$ cat config.mk
export PLATFORM = sky130hd
export DESIGN_NAME = addsub_serial
export DESIGN_NICKNAME = d
export VERILOG_FILES = /design/src/rtl/addsub_pkg.sv /design/src/rtl/addsub_digit.sv /design/src/rtl/addsub_serial.sv
export SDC_FILE = /design/constraint.sdc
export NUM_CORES = 1
export LEC_CHECK = 0
export BUFFER_PORTS_ARGS = -buffer_cell sky130_fd_sc_hd__buf_4
export CAP_MARGIN = 0
export CORE_UTILIZATION = 58
export DETAILED_ROUTE_END_ITERATION = 6
export PLACE_DENSITY = 0.85
export SLEW_MARGIN = 25
export SYNTH_ARGS = -nofsm -noshare
export SYNTH_HDL_FRONTEND = slang
export SYNTH_SLANG_ARGS = --single-unit
$ cat constraint.sdc
create_clock -name clk -period 9 [get_ports clk]
set_clock_uncertainty 0.1 [all_clocks]
set_input_delay 1.35 -clock clk [delete_from_list [all_inputs] [get_ports clk]]
set_output_delay 1.35 -clock clk [all_outputs]
set_load 0.05 [all_outputs]
$ cat src/rtl/addsub_pkg.sv
// Shared types and constants for the digit-serial adder/subtractor.
// Consumers: addsub_serial (FSM state encoding, mode decode, counter sizing).
package addsub_pkg;

    typedef enum logic [1:0] {
        IDLE = 2'd0,
        BUSY = 2'd1,
        DONE = 2'd2
    } state_t;

    localparam logic MODE_ADD = 1'b0;
    localparam logic MODE_SUB = 1'b1;

    // Digit counter width; a single-digit build still needs a 1-bit counter.
    function automatic int cnt_width(input int ndig);
        return (ndig > 1) ? $clog2(ndig) : 1;
    endfunction

endpackage

$ cat src/rtl/addsub_digit.sv
// DIGIT-bit combinational ripple adder slice built from a chain of full-adder cells.
module addsub_digit #(
    parameter int DIGIT = 4
) (
    input  logic [DIGIT-1:0] a,
    input  logic [DIGIT-1:0] b,
    input  logic             cin,
    output logic [DIGIT-1:0] sum,
    output logic             cout
);

    logic [DIGIT:0] carry;

    assign carry[0] = cin;

    generate
        for (genvar gi = 0; gi < DIGIT; gi++) begin : g_fa
            assign sum[gi]     = a[gi] ^ b[gi] ^ carry[gi];
            assign carry[gi+1] = (a[gi] & b[gi]) | (carry[gi] & (a[gi] ^ b[gi]));
        end
    endgenerate

    assign cout = carry[DIGIT];

endmodule

$ cat src/rtl/addsub_serial.sv
// Digit-serial adder/subtractor: one shared DIGIT-bit slice iterated NDIG times per operation.
// Optional macro ADDSUB_FLAGS_EN enables the registered ovf/zero status flags.
module addsub_serial
    import addsub_pkg::*;
#(
    parameter int WIDTH = 16,
    parameter int DIGIT = 4
) (
    input  logic             clk,
    input  logic             rst_n,
    input  logic             in_valid,
    output logic             in_ready,
    input  logic             mode,
    input  logic             cin,
    input  logic [WIDTH-1:0] a,
    input  logic [WIDTH-1:0] b,
    output logic             out_valid,
    input  logic             out_ready,
    output logic [WIDTH-1:0] result,
    output logic             cout,
    output logic             ovf,
    output logic             zero
);

    localparam int NDIG  = WIDTH / DIGIT;
    localparam int CNT_W = cnt_width(NDIG);
    localparam logic [CNT_W-1:0] LAST_CNT = CNT_W'(NDIG - 1);

    state_t             state_q, state_d;
    logic [WIDTH-1:0]   a_q, a_d;
    logic [WIDTH-1:0]   b_q, b_d;
    logic [WIDTH-1:0]   result_q, result_d;
    logic               carry_q, carry_d;
    logic [CNT_W-1:0]   cnt_q, cnt_d;

    logic [DIGIT-1:0]   dig_a;
    logic [DIGIT-1:0]   dig_b;
    logic [DIGIT-1:0]   dig_sum;
    logic               dig_cout;
    logic [WIDTH-1:0]   merged_result;
    logic               last_digit;

    assign dig_a = DIGIT'(a_q >> (int'(cnt_q) * DIGIT));
    assign dig_b = DIGIT'(b_q >> (int'(cnt_q) * DIGIT));

    addsub_digit #(
        .DIGIT (DIGIT)
    ) u_digit (
        .a    (dig_a),
        .b    (dig_b),
        .cin  (carry_q),
        .sum  (dig_sum),
        .cout (dig_cout)
    );

    // Current slice output dropped into its digit position, other digits kept.
    generate
        for (genvar gi = 0; gi < NDIG; gi++) begin : g_merge
            assign merged_result[gi*DIGIT +: DIGIT] =
                (cnt_q == CNT_W'(gi)) ? dig_sum : result_q[gi*DIGIT +: DIGIT];
        end
    endgenerate

    assign last_digit = (cnt_q == LAST_CNT);

    always_comb begin
        state_d  = state_q;
        a_d      = a_q;
        b_d      = b_q;
        result_d = result_q;
        carry_d  = carry_q;
        cnt_d    = cnt_q;
        case (state_q)
            IDLE: begin
                if (in_valid) begin
                    a_d     = a;
                    b_d     = (mode == MODE_SUB) ? ~b : b;
                    carry_d = (mode == MODE_SUB) ? 1'b1 : cin;
                    cnt_d   = '0;
                    state_d = BUSY;
                end
            end
            BUSY: begin
                result_d = merged_result;
                carry_d  = dig_cout;
                cnt_d    = cnt_q + CNT_W'(1);
                if (last_digit) begin
                    state_d = DONE;
                end
            end
            DONE: begin
                if (out_ready) begin
                    state_d = IDLE;
                end
            end
            default: begin
                state_d = IDLE;
            end
        endcase
    end

    always_ff @(posedge clk) begin
        if (!rst_n) begin
            state_q  <= IDLE;
            a_q      <= '0;
            b_q      <= '0;
            result_q <= '0;
            carry_q  <= 1'b0;
            cnt_q    <= '0;
        end else begin
            state_q  <= state_d;
            a_q      <= a_d;
            b_q      <= b_d;
            result_q <= result_d;
            carry_q  <= carry_d;
            cnt_q    <= cnt_d;
        end
    end

    assign in_ready  = (state_q == IDLE);
    assign out_valid = (state_q == DONE);
    assign result    = result_q;
    assign cout      = carry_q;

`ifdef ADDSUB_FLAGS_EN
    logic ovf_q, ovf_d;
    logic zero_q, zero_d;

    // Flags are captured from the fully assembled result as the last digit completes.
    always_comb begin
        ovf_d  = ovf_q;
        zero_d = zero_q;
        if ((state_q == BUSY) && last_digit) begin
            ovf_d  = (a_q[WIDTH-1] == b_q[WIDTH-1]) &&
                     (merged_result[WIDTH-1] != a_q[WIDTH-1]);
            zero_d = (merged_result == '0);
        end
    end

    always_ff @(posedge clk) begin
        if (!rst_n) begin
            ovf_q  <= 1'b0;
            zero_q <= 1'b0;
        end else begin
            ovf_q  <= ovf_d;
            zero_q <= zero_d;
        end
    end

    assign ovf  = ovf_q;
    assign zero = zero_q;
`else
    assign ovf  = 1'b0;
    assign zero = 1'b0;
`endif

endmodule

Word level (Yosys, flattened, before mapping) --
Index checks and enable logic that the tools add are counted.
Word-level totals: input bits 38, flip-flop bits (word level) 53, output and inout port bits 21, logic and storage cells 61
Cells by class: $add $sub $neg 1, bitwise gates (word level) 21, muxes and demuxes 10, shift operators 2, equal/unequal tests 8, reduce and logical (&&, ||, !) cells 10
Operators by type and width (count):
- 16-bit by 4-bit >> shifter with 4-bit output | 2
- 16-bit 2-to-1 mux | 1
- 16-bit NOT | 1
- 2-bit AND reduction | 6
- 1-bit AND | 8
- 2-bit 2-to-1 mux | 4
- 1-bit bitwise XOR | 8
- 2-bit equality test, second input constant | 3
- 2-bit case mux with 3 select lines | 1
- 2-bit by 1-bit equality test with 1-bit output, second input constant | 2
- 2-bit logical NOT | 2
- 2-bit inequality test, second input constant | 2
- 1-bit bitwise OR | 4
- 2-bit case mux with 2 select lines | 1
- 3-bit AND reduction | 1
- 2-bit by 1-bit adder with 2-bit output, second input constant | 1
- 1-bit 2-to-1 mux | 2
- 2-bit by 1-bit inequality test with 1-bit output, second input constant | 1
- 1-bit case mux with 2 select lines | 1
- 2-bit nonzero test | 1

Logic depth before layout (Yosys ltp) --
word-level depth 11, gate-level depth with buffers 11, mapped depth without buffers 10

Hierarchy --
Synthesis repeated with hierarchy kept, for this count alone.
Second synthesis, totals: cell total of the unflattened synthesis 256, area total of the unflattened synthesis 2616.3 um2
Modules (own cells, without submodules):
- addsub_serial | sequential area each 1061.0 um2, instances 1, cells an instance 242, area an instance 2498.6 um2
- addsub_digit | sequential area each 0.0 um2, instances 1, cells an instance 14, area an instance 117.6 um2

Least setup slack after synthesis --
Ideal clock, no wire load.
path type register to register, start reg cnt_q[0], end reg result_q[11] (netlist: result[11]), data required time 8.841 ns, arrival 2.868 ns, library setup time 0.059 ns, cell stages (with the launch flop) 12, clock period less this slack 3.027 ns, setup slack 5.973 ns, path buffers 1, path through dfxtp_1 -> buf_2 -> mux4_2 -> fa_1 -> inv_1 -> fa_1 -> inv_1 -> fa_1 -> inv_1 -> fa_1 -> nand2_1 -> o211a_1
Between the ends: longest elaborated chain between the ends 9, elaborated cells between the ends (all ways) 18, those cells by class eq/ne: 1; shift: 2; bitwise: 14; reduce/logical: 1
Ends and longest elaborated chain:
- from (decl) | line addsub_serial.sv:34 | logic [CNT_W-1:0] cnt_q, cnt_d;
- from (signal assigned) | line addsub_serial.sv:116 | cnt_q <= cnt_d;
- 16-bit by 4-bit >> shifter with 4-bit output, on equally long branches | line addsub_serial.sv:43, addsub_serial.sv:44
- 1-bit bitwise XOR | line addsub_digit.sv:19 | assign carry[gi+1] = (a[gi] & b[gi]) | (carry[gi] & (a[gi] ^ b[gi]));
- 1-bit AND | line addsub_digit.sv:19
- 1-bit bitwise OR | line addsub_digit.sv:19
- 1-bit AND | line addsub_digit.sv:19
- 1-bit bitwise OR | line addsub_digit.sv:19
- 1-bit AND | line addsub_digit.sv:19
- 1-bit bitwise OR | line addsub_digit.sv:19
- 1-bit bitwise XOR | line addsub_digit.sv:18 | assign sum[gi] = a[gi] ^ b[gi] ^ carry[gi];
- to (signal assigned) | line addsub_serial.sv:114 | result_q <= result_d;
- to (decl) | line addsub_serial.sv:32 | logic [WIDTH-1:0] result_q, result_d;
Several ways; a longest one is shown, not always the timed one. A chain may end at the register's enable or synchronous reset.

Worst setup path after layout --
Same ends and word-level chain as after synthesis.

==> metrics.cfg <==
[die]
die_area_sq_um=4700
core_sq_um=4120
initial_utilization_pct=62.5
num_rows=23
io_pins=59
die_w_microns=68.6
die_h_microns=68.6

[timing]
fmax_mhz=296
finalSetupViolCount=0
worst_slew_pin_slew_ns=0.647
rsz0062_at_grt=no
min_period_ns=3.38
setup_tns_ns=0
relSlewSlack_pct=56.8
post-route-period-util_pct=37.5
hold_viol=0
slew_viol_final=0

[placement]
placed_cell_area_sq_um=2920
port_buffers=56
dp_hpwl_microns=3660
place.gp.congestion=0.735
placedCellCount=339

[cts]
cts.clk_slew.worst_paths_ns=0.09
cts.sinks=53
cts_root_buffer=clkbuf_8
cts.htree.levels=2
worstSkewPairLatency_ns=0.31
cts_setup_buffers=0
ctsResizeCount=0
cts_hold_buf=0
tritoncts=yes
numCtsBuffers=5
clockBufferDepth=2

[global_routing]
grt_pass1_wl_microns=7890
grt_pass1_vias=1767
grt_overflow=0
grt_use_met1_pct=26.1
grt_max_degree=54
grt_antenna_before_repair=0
globalRoute.busiestLayer=met2
gr-usage-met2_pct=42.8
track_usage_pct=23.2
use_met3_pct=5.76

[yosys]
synth_area_leader_cell=dfxtp_1
yosys-mux-area-fraction_pct=10.9
synth_area_per_cell_sq_um=10.0
synth_cell_types=30
synth_top_area_share_pct=41.3
synth_compound_area_share_pct=15.7
synth_top_family_by_area=compound AO/OA/AOI/OAI gates
yosys-top-cells-area=dfxtp_1, o211a_1, nand2_1
ys.flop_type=dfxtp_1
synth-adder-area-share_pct=5.06
yosysMostFrequentCell=nand2_1
yosys_register_bits=53
synth_edf_count=0
yosys.area_share.simple_pct=14.1
synthTopCellsByCount=nand2_1, dfxtp_1, o211a_1
ys.warnings.count=0
synth-xor-area-share_pct=5.45
async_flop_share_pct=0
synthesis.instances=256
seq_area_frac_synth_pct=41.3
syn_area_sq_um=2570

[finish]
final_nets=342
syn_to_final_growth_pct=17.0
multi_input_area_sq_um=1330
layoutNonFillerInstCount=346
nFillCells=321
antennaDiodeCount=0
fin_area_sq_um=3010
drive_above_1_share_pct=24.3
seq_area_sq_um=1060

[power]
total_power_uw=484
ir_drop_uv=90.4
power_density_nw_per_um2=161
p_leak_nw=1.44

[hold_path]
hp-class=flip-flop to flip-flop

[route]
wl_per_cell_microns=14.2
drtIter0Drc=90
dr.pass1.iters=4
vias=1838
routed_via_density=5.31
drc=0
totalWireLength_microns=4930
ant_nets=0

[worst_setup_path]
r2r_start=cnt_q[0]
worstPathMaxFanout=13
arrival_ns=3.54
r2r_slack_ns=5.62
critPathRequiredTime_ns=9.16
critPathTopFamily=adder cells
r2r-end=result[11]
slowest_delay_ns=0.75
start_kind=flip-flop
worst_setup_path_end_kind=flip-flop
timing.critical_path.buf_inv=3
worstPathCellList=mux4_2 > fa_1 > inv_1 > fa_1 > inv_1 > fa_1 > inv_1 > fa_1 > nand2_1 > o211a_1
crit_path_top_delay_cell=dfxtp_1
crit_cells=10
worstSetupPathType=flip-flop to flip-flop
startpoint=cnt_q[0]
path_common_cell=fa_1
crit_path_end=result[11]
worst_r2r_path_depth=10

[run_status]
status=completed

[job]
cap_violations=0

## cells by family (layout without fill, tap and decap cells)
logic type / count (synthesis) / count (layout)
other: 1 / 2
and+or+nand+nor: 78 / 78
xor gates and xnor gates: 16 / 16
adders and majority gates: 8 / 8
DFF: 53 / 53
AOI/OAI and AO/OA: 46 / 46
buffers and inverters: 36 / 75
muxes: 18 / 18
## per-stage QoR
step / setup WS (ns) / hold WS, ns / utilization (%)
3_3_place_gp: 5.74 / 0.343 / 71.0
6_report: 5.62 / 0.362 / 73.1
2_1_floorplan: 5.97 / 0.332 / -
4_1_cts: 5.59 / 0.358 / 73.1
3_5_place_dp: 5.61 / 0.346 / 71.0
5_1_grt: 5.41 / 0.384 / 73.1
## final cells by class
class,count,share of cell area (%)
repair buffers,57,14.2
well taps,50,2.08
flip-flops and latches,53,35.3
clock buffers,7,2.87
multi-input cells,168,44.2
inverters,11,1.37
## worst min-delay path, stage by stage (launching register included)
cell and delay, ns:
dfxtp_1 0.32, nand2_1 0.05, a21boi_1 0.05
## cell usage in the layout (no fill, tap or decap)
cell type  count
a21oi_1        1
or3b_1         1
fa_1           4
nor2b_1       11
clkbuf_1       1
nor3b_4        1
o21ai_0        1
o21bai_1       1
buf_4         57
mux4_2         8
a32oi_1        1
ha_1           4
and3b_1        4
nor2_1         2
inv_1         11
dfxtp_1       53
a32o_1         1
mux2i_1       10
nor3_1         1
o211a_1       24
a21boi_0      14
clkbuf_8       6
xnor2_1       16
nor3b_1        1
nand2_1       56
a21boi_1       2
and2_1         1
conb_1         2
o21a_1         1
## worst min path at each step
stage               cells past startpoint  slack [ns]   start     end
finish                                  2        0.36  a_q[5]  a_q[5]
floorplan                               2        0.33  a_q[5]  a_q[5]
global placement                        2        0.34  a_q[5]  a_q[5]
detailed placement                      2        0.35  a_q[5]  a_q[5]
CTS                                     2        0.36  a_q[5]  a_q[5]
global route                            2        0.38  a_q[5]  a_q[5]
## state kept, by name, summed over array words and instances, names as in the netlist
register / cells
cout: 1
state_q: 2
cnt_q: 2
result: 16
b_q: 16
a_q: 16
## report_power, final
part / internal [mW] / total [mW] / leakage (nW) / switching (mW)
sequential: 0.248 / 0.259 / 0.435 / 0.0109
combinational: 0.0438 / 0.0917 / 0.962 / 0.0479
clock: 0.0611 / 0.133 / 0.0443 / 0.0718
total: 0.353 / 0.484 / 1.44 / 0.131
## per-layer routing
layer | up-vias | wire, microns
met5 | - | 0
met4 | 0 | 45
met3 | 6 | 185
met2 | 41 | 2540
met1 | 861 | 2160
li1 | 930 | -
(Power assumes the default switching activity.)
